===== src/rtl/shadd_div.sv =====
// Sequential signed divider: restoring division on magnitudes, one quotient bit per clock.
// Optional divide-by-zero early exit and dz flag enabled by defining SHADD_DIV_DZ_EN.
module shadd_div #(
  parameter int unsigned N = 16
) (
  input  logic         clk,
  input  logic         rst,
  input  logic         strt,
  input  logic [N-1:0] a,
  input  logic [N-1:0] b,
  output logic [N-1:0] quo,
  output logic [N-1:0] rem,
  output logic         done,
`ifdef SHADD_DIV_DZ_EN
  output logic         dz,
`endif
  output logic         busy
);

  localparam int unsigned CW = $clog2(N + 1);

  typedef enum logic [1:0] {
    IDLE = 2'd0,
    CALC = 2'd1,
    DONE = 2'd2
  } state_t;

  state_t state, state_nxt;

  logic [N-1:0]  r_q;       // partial remainder magnitude
  logic [N-1:0]  q_q;       // dividend bits shifting out, quotient bits shifting in
  logic [N-1:0]  bm_q;
  logic          qs_q;
  logic          rs_q;
  logic [CW-1:0] cnt_q;

  logic          load_c;
  logic          fin_c;
  logic          last_c;
  logic          zero_c;
  logic          ge_c;
  logic [N:0]    tmp_c;
  logic [N-1:0]  am_c;
  logic [N-1:0]  bm_c;
  logic [N-1:0]  r_nxt_c;
  logic [N-1:0]  q_nxt_c;
  logic [N-1:0]  rem_mag_c;
  logic [N-1:0]  quo_fin_c;
  logic [N-1:0]  rem_fin_c;

  function automatic logic [N-1:0] neg(input logic [N-1:0] x);
    return ~x + N'(1);
  endfunction

  // Operand magnitudes; -2^(N-1) maps onto the unsigned value 2^(N-1)
  always_comb begin
    am_c = a[N-1] ? neg(a) : a;
    bm_c = b[N-1] ? neg(b) : b;
  end

  // One restoring step: shift in next dividend bit, trial-subtract, restore on borrow
  always_comb begin
    tmp_c   = {r_q, q_q[N-1]};
    ge_c    = (tmp_c >= {1'b0, bm_q});
    r_nxt_c = ge_c ? (tmp_c[N-1:0] - bm_q) : tmp_c[N-1:0];
    q_nxt_c = {q_q[N-2:0], ge_c};
    last_c  = (cnt_q == CW'(N - 1));
`ifdef SHADD_DIV_DZ_EN
    zero_c  = (bm_q == '0);
`else
    zero_c  = 1'b0;
`endif
  end

  // Sign correction; on the divide-by-zero exit q_q still holds |a|, so rem rebuilds a
  always_comb begin
    rem_mag_c = zero_c ? q_q : r_nxt_c;
    rem_fin_c = rs_q ? neg(rem_mag_c) : rem_mag_c;
    if (zero_c) begin
      quo_fin_c = '1;
    end else begin
      quo_fin_c = qs_q ? neg(q_nxt_c) : q_nxt_c;
    end
  end

  always_ff @(posedge clk or negedge rst) begin
    if (!rst) begin
      state <= IDLE;
    end else begin
      state <= state_nxt;
    end
  end

  always_comb begin
    state_nxt = state;
    load_c    = 1'b0;
    fin_c     = 1'b0;
    unique case (state)
      IDLE, DONE: begin
        if (strt) begin
          state_nxt = CALC;
          load_c    = 1'b1;
        end else begin
          state_nxt = IDLE;
        end
      end
      CALC: begin
        if (last_c || zero_c) begin
          state_nxt = DONE;
          fin_c     = 1'b1;
        end
      end
      default: state_nxt = IDLE;
    endcase
  end

  // Datapath and registered outputs
  always_ff @(posedge clk or negedge rst) begin
    if (!rst) begin
      r_q   <= '0;
      q_q   <= '0;
      bm_q  <= '0;
      qs_q  <= 1'b0;
      rs_q  <= 1'b0;
      cnt_q <= '0;
      quo   <= '0;
      rem   <= '0;
      done  <= 1'b0;
      busy  <= 1'b0;
`ifdef SHADD_DIV_DZ_EN
      dz    <= 1'b0;
`endif
    end else begin
      done <= (state_nxt == DONE);
      busy <= (state_nxt == CALC);
      if (load_c) begin
        r_q   <= '0;
        q_q   <= am_c;
        bm_q  <= bm_c;
        qs_q  <= a[N-1] ^ b[N-1];
        rs_q  <= a[N-1];
        cnt_q <= '0;
      end else if (state == CALC) begin
        r_q   <= r_nxt_c;
        q_q   <= q_nxt_c;
        cnt_q <= cnt_q + CW'(1);
      end
      if (fin_c) begin
        quo <= quo_fin_c;
        rem <= rem_fin_c;
`ifdef SHADD_DIV_DZ_EN
        dz  <= zero_c;
`endif
      end
    end
  end

endmodule

===== config.mk =====
export PLATFORM = sky130hd
export DESIGN_NAME = shadd_div
export DESIGN_NICKNAME = d
export VERILOG_FILES = /design/src/rtl/shadd_div.sv
export SDC_FILE = /design/constraint.sdc
export NUM_CORES = 1
export LEC_CHECK = 0
export CORE_UTILIZATION = 45
export CTS_CLUSTER_DIAMETER = 30
export DETAILED_ROUTE_END_ITERATION = 8
export PLACE_DENSITY = 0.65
export SLEW_MARGIN = 10
export SYNTH_ARGS = -nofsm -noshare
export SYNTH_HDL_FRONTEND = slang
export SYNTH_SLANG_ARGS = --single-unit

===== constraint.sdc =====
create_clock -name clk -period 6.3 [get_ports clk]
set_clock_uncertainty 0.2 [all_clocks]
set_input_delay 1.26 -clock clk [delete_from_list [all_inputs] [get_ports clk]]
set_output_delay 1.26 -clock clk [all_outputs]
set_load 0.01 [all_outputs]

# After elaboration in Yosys (flattened, before gate mapping)
# Cells that the tools add are included.
totals:
  regBits: 91
  inputBits: 35
  output_inout_bits: 34
  wordCells: 49
op_classes:
  add_sub_neg: 6
  n_lt_le_gt_ge: 1
  n_eq_ne: 5
  n_mux: 18
  bitwise: 5
  n_reduce_logical: 3
ops:
  columns: ["cell", "count"]
  rows:
  - ["$mux 16", 9]
  - ["$add 16x1->16 const B", 4]
  - ["$not 16->16", 4]
  - ["$ge 17x16->1", 1]
  - ["$sub 16x16->16", 1]
  - ["$mux 5", 2]
  - ["$add 5x1->5 const B", 1]
  - ["$eq 5x4->1 const B", 1]
  - ["$mux 1", 5]
  - ["$eq 2x1->1 const B", 2]
  - ["$eq 2x2->1 const B", 2]
  - ["$pmux 2 s2", 1]
  - ["$logic_not 2->1", 1]
  - ["$mux 2", 1]
  - ["$reduce_bool 2->1", 1]
  - ["$reduce_or 2->1", 1]
  - ["$xor 1x1->1", 1]

# Depth between registers and ports, before layout
# Gate-level depths: netlist of run 1.
depth:
  ltp_word: 5
  depth_mapped: 18

# Least setup slack after synthesis of run 1
# OpenSTA, ideal clock, no wires.
synth_path:
  kind: "flip-flop to flip-flop"
  startpoint: "reg r_q[9]"
  endpoint: "reg rem[10]"
  t_arrival_ns: 3.404
  setup_slack_ns: 2.572
  path_stages_with_launch: 16
  n_path_buf: 3
  synth_period_minus_slack_ns: 3.728
  cell_sequence: "dfrtp_1 -> ha_1 -> buf_6 -> a21o_1 -> a21o_1 -> a21oi_2 -> a21bo_1 -> o21a_1 -> buf_6 -> inv_2 -> buf_4 -> mux2i_1 -> ha_1 -> o211ai_1 -> o311a_1 -> a211o_1"
synth_between:
  elab_chain_len: 5
synth_lines:
  columns: ["item", "line", "rtl"]
  rows:
  - ["start: declaration", "30", "logic [N-1:0] r_q;"]
  - ["start signal: assignment", "144", "r_q <= r_nxt_c;"]
  - ["$sub 16x16->16 or $ge 17x16->1 (tied branches)", "65, 64", null]
  - ["$mux 16 *", "65", "r_nxt_c = ge_c ? (tmp_c[N-1:0] - bm_q) : tmp_c[N-1:0];"]
  - ["$not 16->16", "52", "return ~x + N'(1);"]
  - ["$add 16x1->16", "52", null]
  - ["$mux 16 *", "78", "rem_fin_c = rs_q ? neg(rem_mag_c) : rem_mag_c;"]
  - ["end signal: assignment", "150", "rem <= rem_fin_c;"]
  - ["end: declaration", "12", "output logic [N-1:0] rem,"]
# Mark *: on every way between the ends. The rest lies on a longest branch, timed or not.
# A chain may end at the register's enable or synchronous reset.

# Worst setup path after layout of run 1
# Same ends and word-level chain as after synthesis.

==> results of run 1 <==
==> registers in the layout, indices dropped and copies added, names as in the netlist, 2 cells and up <==
signal  cells
q_q        16
cnt_q       5
state       2
bm_q       16
r_q        16
quo        16
rem        16
==> cells by family after synthesis <==
kind of cell | Yosys count | share of synthesized area [%]
xor+xnor | 62 | 9.20
simple gates | 208 | 16.8
mux | 19 | 3.37
buf+inv | 65 | 4.71
fa+ha+maj | 23 | 5.01
flops | 91 | 38.6
compound gates | 209 | 22.3
==> area by class of cell <==
type                       instances  area, µm²  area share [%]
tap                              172        215            3.09
clock inverter                     4       57.6           0.826
inverter                          30        113            1.62
clock buffer                      12        246            3.54
sequential                        91       2280            32.7
timing repair buffer              72        708            10.2
multi-input combinational        521       3350            48.1
==> critical path, stage by stage, from the launching register on <==
cell and delay [ps]:
dfrtp_1 440, ha_1 450, and3_1 210, and3_1 150, nand4_1 130, o21ai_1 360
o21a_1 720, inv_2 430, mux2i_1 360, ha_1 290, o211ai_1 150, o311a_1 400
a211o_1 260
==> path summary, 6_finish.rpt <==
check | slack, ps | end | cells past startpoint | start
setup / recovery | 1650 | rem[10] | 12 | r_q[9]
hold / removal | 270 | quo[14] | 2 | quo[14]
setup reg to reg | 1650 | rem[10] | 12 | r_q[9]
hold reg to reg | 270 | quo[14] | 2 | quo[14]
max in group asynchronous | 4100 | q_q[12] | 2 | rst
min in group asynchronous | 630 | r_q[5] | 1 | rst
==> placed cells by master, fill, tap and decap left out, types with 4 or more instances in the layout <==
master	n
inv_1	29
nand2b_1	5
o22ai_1	4
or4_1	5
a31oi_1	4
nor2b_1	6
clkdlybuf4s50_1	67
o21ai_0	104
a22oi_1	14
a21o_1	8
o21ai_1	4
nand3_1	8
xnor2_1	27
ha_1	22
nand2_1	96
mux2i_1	14
dfrtp_1	91
nor2_1	33
or3_1	9
clkbuf_16	9
xor2_1	35
a21oi_1	18
mux2_2	4
and3_1	7
a211oi_1	5
o211ai_1	5
buf_4	5
nand4_1	7
nor3_1	11
o31ai_1	8
==> through the flow <==
step | instance area [µm²] | utilization [%]
after detailed placement | 6660 | 52.4
after global routing | 6970 | 54.8
after global placement | 6660 | 52.4
after CTS | 6970 | 54.8
after floorplan | 5900 | -
final | 6970 | 54.8
==> per-layer routing <==
metal  vias up  GRT usage [%]
li1       2523              -
met1      2439           34.6
met2       133           35.8
met3        15           3.94
met4         0           7.61
met5         -              0
==> results.toml, run 1 <==
[logic_synthesis]
yosysTopAreaCell = "dfrtp_1"
synth_cells = 677
syn_area_per_cell_um2 = 8.71
ys_seq_elements = 91
ys_top_cells_by_area = "dfrtp_1, o21ai_0, nand2_1"
async_reset_ff_share_pct = 100
yosysMostFrequentCell = "o21ai_0"
syn-num-nets = 735
synth_top_area_share_pct = 38.6
synth-edff-count = 0
synth_commonest_cells = "o21ai_0, nand2_1, dfrtp_1"
ys_types = 70
yosysWarnings = 0
synth-seq-area-share_pct = 38.6
synthFlopType = "dfrtp_1"
netlist_area_mm2 = 0.00590

[clocking]
clock-sinks = 91
cts_setup_buffers = 0
cts_buffer_depth = 2
ctsHtreeMaxLevel = 3
cts_buffers = 9
worstSkewPairLatency_ps = 360
hold_buffers = 0
cts-root-buf = "clkbuf_16"
cts_tree = "yes"
clk_pin_slew_ps = 70
cts_resized = 0

[drt]
route.detailed.drc = 0
wl_met1_um = 7270
wirelength_um = 15000
avgRoutedWirePerCell_um = 16.6
detail-route-antenna-nets = 0
via_per_inst = 5.67
wl_met3_um = 751
met2_length_um = 6760
vias = 5110
first_pass_iters = 6
drt_iter0_markers = 385
routed.top_layer = "met4"

[timing]
hold_viol = 0
drv_slew = 0
clock.fmax_mhz = 215
max_slew_margin_pct = 33.8
setup_tns_ps = 0
fin_crit_sh_pct = 73.9
setup_violations = 0
worst_slack_ps = 1650
tightest_slew_ps = 990
rsz0062_at_grt = "no"
holdWs_ps = 274
layout_min_cycle_time_ps = 4650

[place]
gp_congestion = 0.864
portBuffers = 68
dpl.cell_count = 886
place_ws_ps = 1720
post-dp-hpwl_um = 11200

[cells_and_area]
final-instance-count-excl-fill = 902
fillCellCount = 1232
drive_gt1_share_pct = 5.48
area_growth_pct = 18.1
layout.nets = 783
diodes = 0

[floorplanning]
die_h_um = 117
rows = 41
core-area_mm2 = 0.0127
dieArea_mm2 = 0.0136
initial_core_util_pct = 46.4
die_x_um = 117
ioPinCount = 69

[global_route]
grt_antenna_before_repair = 0
grt_max_degree = 67
track_usage_pct = 23.8
grt_pass1_wl_um = 24600
grt-ovfl-total = 0
grt_pass1_vias = 4844

[worst_hold_path]
min_path_type = "reg2reg"

[job]
drv_cap = 0

[worst_setup_path]
required_ps = 6350
critPathLaunchType = "flip-flop"
cp_data_arrival_time_ps = 4700
path_max_fanout = 25
crit_type = "reg2reg"
cp-end-kind = "flip-flop"

[run_status]
status = "finished clean"
Power of run 1 is left out: the tool's default activity adds up to more than one toggle a clock period on the data nets, which glitch-free logic cannot reach.
==> inputs of run 2 (changes only) <==
Settings changed: PLACE_DENSITY 0.65 to 0.68.
Clock period 6.3 ns to 3.96 ns, I/O delays scaled along.
==> run 2 against run 1 <==
First-iteration DRC count up 19%. Final cell count increased by 2.2%. Critical path type unchanged. Worst setup slack lost 1500 ps. Via count rose by 2.7%. Highest routed layer unchanged. Count of clock-buffer cells in the layout decreased by 1. Routed wire length is 4.0% higher.
==> results.toml, run 2 (synthesis results as in run 1) <==
[floorplanning]
rows = 41
core-area_mm2 = 0.0127
initial_core_util_pct = 46.4
dieArea_mm2 = 0.0136
ioPinCount = 69
die_x_um = 117
die_h_um = 117

[clocking]
clk_pin_slew_ps = 70
worstSkewPairLatency_ps = 350
cts_tree = "yes"
clock-sinks = 91
hold_buffers = 0
cts-root-buf = "clkbuf_16"
cts_buffer_depth = 2
ctsHtreeMaxLevel = 3
cts_buffers = 9

[cells_and_area]
fillCellCount = 1222
area_growth_pct = 21.1
final_cell_mix = "o21ai_0, nand2_1, dfrtp_1, clkdlybuf4s50_1, xor2_1"
diodes = 0
drive_gt1_share_pct = 8.40
layout.nets = 803
final_common_cell = "o21ai_0"

[drt]
wirelength_um = 15600
routed.top_layer = "met4"
wl_met1_um = 7540
wl_met3_um = 721
detail-route-antenna-nets = 0
vias = 5246
via_per_inst = 5.69
drt_iter0_markers = 457
route.detailed.drc = 0
avgRoutedWirePerCell_um = 16.9
met2_length_um = 7080
first_pass_iters = 5

[run_status]
status = "finished clean"

[global_route]
grt-ovfl-total = 0
grt_max_degree = 62
grt_pass1_wl_um = 25500
track_usage_pct = 24.7
grt_antenna_before_repair = 0
grt_pass1_vias = 5034

[job]
drv_cap = 0

[place]
gp_congestion = 0.940
post-dp-hpwl_um = 11900
portBuffers = 68

[worst_setup_path]
crit_type = "reg2reg"
cp_data_arrival_time_ps = 3880
rrSetupSlack_ps = 150
rr_endpoint = "rem[15]"
worstReg2RegStart = "q_q[15]"
critPathLaunchType = "flip-flop"
path_max_fanout = 4
ff2ff_path_depth = 14
required_ps = 4030
cp-end-kind = "flip-flop"

[worst_hold_path]
holdPathStages = 2
hold_path_end = "rem[6]"
min_path_type = "reg2reg"
worstHoldStart = "rem[6]"

[timing]
setup_tns_ps = 0
setup_violations = 0
hold_viol = 0
drv_slew = 0
max_slew_margin_pct = 42.4
clock.fmax_mhz = 263
tightest_slew_ps = 864
rsz0062_at_grt = "no"
layout_min_cycle_time_ps = 3810
fin_crit_sh_pct = 96.1
[run 2: worst max-delay path by stage]
stage | from | endpoint | slack, ps | cells past startpoint
6_report | q_q[15] | rem[15] | 150 | 14
5_1_grt | q_q[15] | rem[13] | 10 | 14
4_1_cts | q_q[15] | rem[15] | 100 | 14
3_5_place_dp | q_q[15] | rem[15] | 120 | 14
3_3_place_gp | q_q[15] | rem[15] | 160 | 14
2_1_floorplan | r_q[9] | rem[10] | 230 | 15
[run 2: layout make-up]
class	count	area (µm²)	share of cell area, %
Multi-Input combinational cell	521	3360	47.1
Clock inverter	5	85.1	1.19
Tap cell	172	215	3.01
Clock buffer	11	233	3.26
Inverter	30	113	1.58
Timing Repair Buffer	92	858	12.0
Sequential cell	91	2280	31.9
[run 2: routing by layer]
metal  global-route usage (%)  vias up
li1                         -     2553
met1                     35.8     2534
met2                     37.6      140
met3                     3.53       19
met4                     8.46        0
met5                        0        -
[run 2: what timing repair did]
| action | 4_1_cts | 5_1_grt |
|---|---|---|
| setup buffers | 0 | 0 |
| setup endpoints to repair | 0 | 3 |
| gates resized for setup | 0 | 3 |
[run 2: metrics by stage]
| stage | utilization, % | area (µm²) | hold slack, ps | std cells | setup slack (ps) |
|---|---|---|---|---|---|
| 3_3_place_gp | 53.6 | 6810 | 261 | 906 | 159 |
| 2_1_floorplan | - | 5900 | 250 | 677 | 232 |
| 4_1_cts | 56.0 | 7130 | 283 | 922 | 103 |
| 6_report | 56.1 | 7140 | 272 | 922 | 155 |
| 5_1_grt | 56.1 | 7140 | 302 | 922 | 10.9 |
| 3_5_place_dp | 53.6 | 6810 | 269 | 906 | 121 |
[run 2: critical path: stages (launching register included)]
cell,delay [ps]
dfrtp_1,380
inv_1,60
ha_1,210
inv_1,70
fa_1,460
a211oi_2,350
o211a_1,270
nor4b_1,70
a311oi_1,310
buf_4,180
o211ai_1,160
o32a_1,270
nor4_2,360
a311oi_1,160
a211oi_2,230
Power of run 2 is left out for the same reason.
==> inputs of run 3 (changes only) <==
Settings changed: ABC_AREA set to 1.
==> run 3 against run 2 <==
Core utilization decreased by 1.1 points. Synthesized cell count increased by 29%. Final cell count increased by 21%. Area after synthesis increased by 6.6%. Non-clock buffer count decreased by 15. First-iteration DRC count decreased by 17%. Flip-flop and latch count unchanged. Final area increased by 3.7%. Die area increased by 6.5%. Routed wire length increased by 1.7%. Sequential share of layout area decreased by 1.1 points. Critical path depth increased by 7. Critical endpoint is now quo[14].
==> results.toml, run 3 <==
[run_status]
status = "finished clean"

[timing]
hold_viol = 0
setup_tns_ps = 0
fin_crit_sh_pct = 92.2
drv_slew = 0
setup_violations = 0
layout_min_cycle_time_ps = 3650
max_slew_margin_pct = 57.3
rsz0062_at_grt = "no"
worst_slack_ps = 308
clock.fmax_mhz = 274
tightest_slew_ps = 640

[floorplanning]
ioPinCount = 69
core-area_mm2 = 0.0135
die_h_um = 120
rows = 42
initial_core_util_pct = 46.8
die_x_um = 120
dieArea_mm2 = 0.0145

[global_route]
grt_pass1_wl_um = 27000
track_usage_pct = 23.7
grt-ovfl-total = 0
grt_pass1_vias = 5526
grt_max_degree = 52
grt_antenna_before_repair = 0

[logic_synthesis]
ys_types = 46
netlist_area_mm2 = 0.00629
async_reset_ff_share_pct = 100
yosysMostFrequentCell = "nand2_1"
synthFlopType = "dfrtp_1"
synth_commonest_cells = "nand2_1, inv_1, dfrtp_1"
synth-edff-count = 0
syn_area_per_cell_um2 = 7.22
synth_cells = 871
synth-seq-area-share_pct = 36.2
yosysTopAreaCell = "dfrtp_1"
ys_seq_elements = 91
ys_top_cells_by_area = "dfrtp_1, nand2_1, nand3_1"
synth_top_area_share_pct = 36.2
yosysWarnings = 0
syn-num-nets = 929

[worst_setup_path]
worstReg2RegStart = "r_q[7]"
crit_type = "reg2reg"
path_max_fanout = 27
ff2ff_path_depth = 21
crit_path_start = "r_q[7]"
required_ps = 3970
cp_data_arrival_time_ps = 3660
cp-end-kind = "flip-flop"
critPathLaunchType = "flip-flop"
rr_endpoint = "quo[14]"
cp_top_family = "simple AND/OR/NAND/NOR gates"
critPathSlowestCell = "dfrtp_1"
critPathBufInv = 4
max_stage_delay_ps = 420
crit_path_end = "quo[14]"
rrSetupSlack_ps = 310
crit_top_cell = "nand2_1"
cp_num_cells = 21
crit_chain = "ha_1 -> nand2_1 -> nand2_1 -> inv_1 -> nand2_1 -> inv_2 -> nand3_2 -> nand3_4 -> nand2_8 -> inv_4 -> ha_1 -> inv_1 -> nor3_1 -> nand3_1 -> nor2_1 -> nand3_1 -> nand2_1 -> o21ai_0 -> a21oi_1 -> xor2_1 -> o21ai_0"

[clocking]
cts_setup_buffers = 0
cts_buffers = 9
worstSkewPairLatency_ps = 350
cts-root-buf = "clkbuf_16"
clk_pin_slew_ps = 70
ctsHtreeMaxLevel = 3
cts_tree = "yes"
cts_buffer_depth = 2
clock-sinks = 91
hold_buffers = 0
cts_resized = 0

[cells_and_area]
diodes = 0
final_common_cell = "nand2_1"
final_cell_mix = "nand2_1, inv_1, dfrtp_1, nand3_1, clkdlybuf4s50_1"
fillCellCount = 1351
area_growth_pct = 17.7
drive_gt1_share_pct = 8.12
layout.nets = 989

[place]
gp_congestion = 0.934
post-dp-hpwl_um = 12400
portBuffers = 68
place_ws_ps = 372

[drt]
wirelength_um = 15900
vias = 5736
drt_iter0_markers = 379
avgRoutedWirePerCell_um = 14.3
route.detailed.drc = 0
via_per_inst = 5.16
detail-route-antenna-nets = 0
first_pass_iters = 5

[worst_hold_path]
min_path_type = "in2async"

[power]
cellLeakagePower_nw = 3.62
power_density_mw_per_mm2 = 1040
irDropWorstVdd_mv = 0.544

[job]
drv_cap = 0
-- run 3: cell types whose count changed after synthesis, moves of 14 or more --
cell,previous run,this run
nand2_1,97,245
inv_1,29,107
nand3_1,8,83
o21ai_0,104,60
nor2_1,34,54
nand2_2,0,18
xnor2_1,27,12
a22oi_1,14,0
mux2i_1,14,0
o221ai_1,0,14
-- run 3: final cells by class --
type / instances / area (µm²) / share of cell area [%]
inverters: 113 / 427 / 5.76
multi-input cells: 639 / 3440 / 46.4
repair buffers: 77 / 746 / 10.1
well taps: 176 / 220 / 2.97
flip-flops and latches: 91 / 2280 / 30.8
clock inverters: 4 / 32.5 / 0.439
clock buffers: 12 / 267 / 3.60
-- run 3: worst min path at each step --
| stage | endpoint | start | slack, ps |
|---|---|---|---|
| 3_3_place_gp | cnt_q[3] | cnt_q[3] | 250 |
| 2_1_floorplan | cnt_q[3] | cnt_q[3] | 230 |
| 6_report | bm_q[12] | rst | 230 |
| 4_1_cts | bm_q[12] | rst | 270 |
| 5_1_grt | rem[10] | rem[10] | 290 |
| 3_5_place_dp | cnt_q[3] | cnt_q[3] | 260 |
-- run 3: worst register-to-register path, cell delays in order (launching register included) --
cell	delay, ps
dfrtp_1	420
ha_1	370
nand2_1	110
nand2_1	80
inv_1	60
nand2_1	80
inv_2	60
nand3_2	130
nand3_4	230
nand2_8	210
inv_4	150
ha_1	150
inv_1	50
nor3_1	200
nand3_1	130
nor2_1	160
nand3_1	90
nand2_1	90
o21ai_0	140
a21oi_1	190
xor2_1	150
o21ai_0	80
-- run 3: layer usage --
metal	up-vias	global-route usage, %	wire, µm
met4	0	7.33	314
li1	2949	-	-
met1	2625	31.6	7570
met3	27	4.81	672
met2	135	38.7	7320
met5	-	0	0
-- run 3: logic make-up after synthesis --
logic type	synth area share (%)
DFF	36.2
xor gates and xnor gates	5.71
buffers and inverters	9.17
AOI/OAI and AO/OA	11.8
adders and majority gates	4.69
and+or+nand+nor	32.4
-- run 3: power by group --
| group | internal [W] | total, W | switching (W) |
|---|---|---|---|
| Clock | 0.000480 | 0.000851 | 0.000371 |
| Combinational | 0.00188 | 0.00515 | 0.00327 |
| Sequential | 0.00137 | 0.00171 | 0.000342 |
| Total | 0.00373 | 0.00771 | 0.00398 |
-- run 3: per-stage QoR --
| stage | cells | util, % | total power (W) | instance area (µm²) | hold slack [ps] |
|---|---|---|---|---|---|
| 5_1_grt | 1112 | 55.0 | 0.00848 | 7400 | 294 |
| 6_report | 1112 | 55.0 | 0.00771 | 7400 | 228 |
| 3_3_place_gp | 1096 | 52.8 | 0.00683 | 7110 | 248 |
| 2_1_floorplan | 871 | - | 0.00553 | 6290 | 234 |
| 4_1_cts | 1112 | 55.0 | 0.00773 | 7400 | 265 |
| 3_5_place_dp | 1096 | 52.8 | 0.00685 | 7110 | 261 |
No activity file was read; power rests on OpenSTA's default activity.
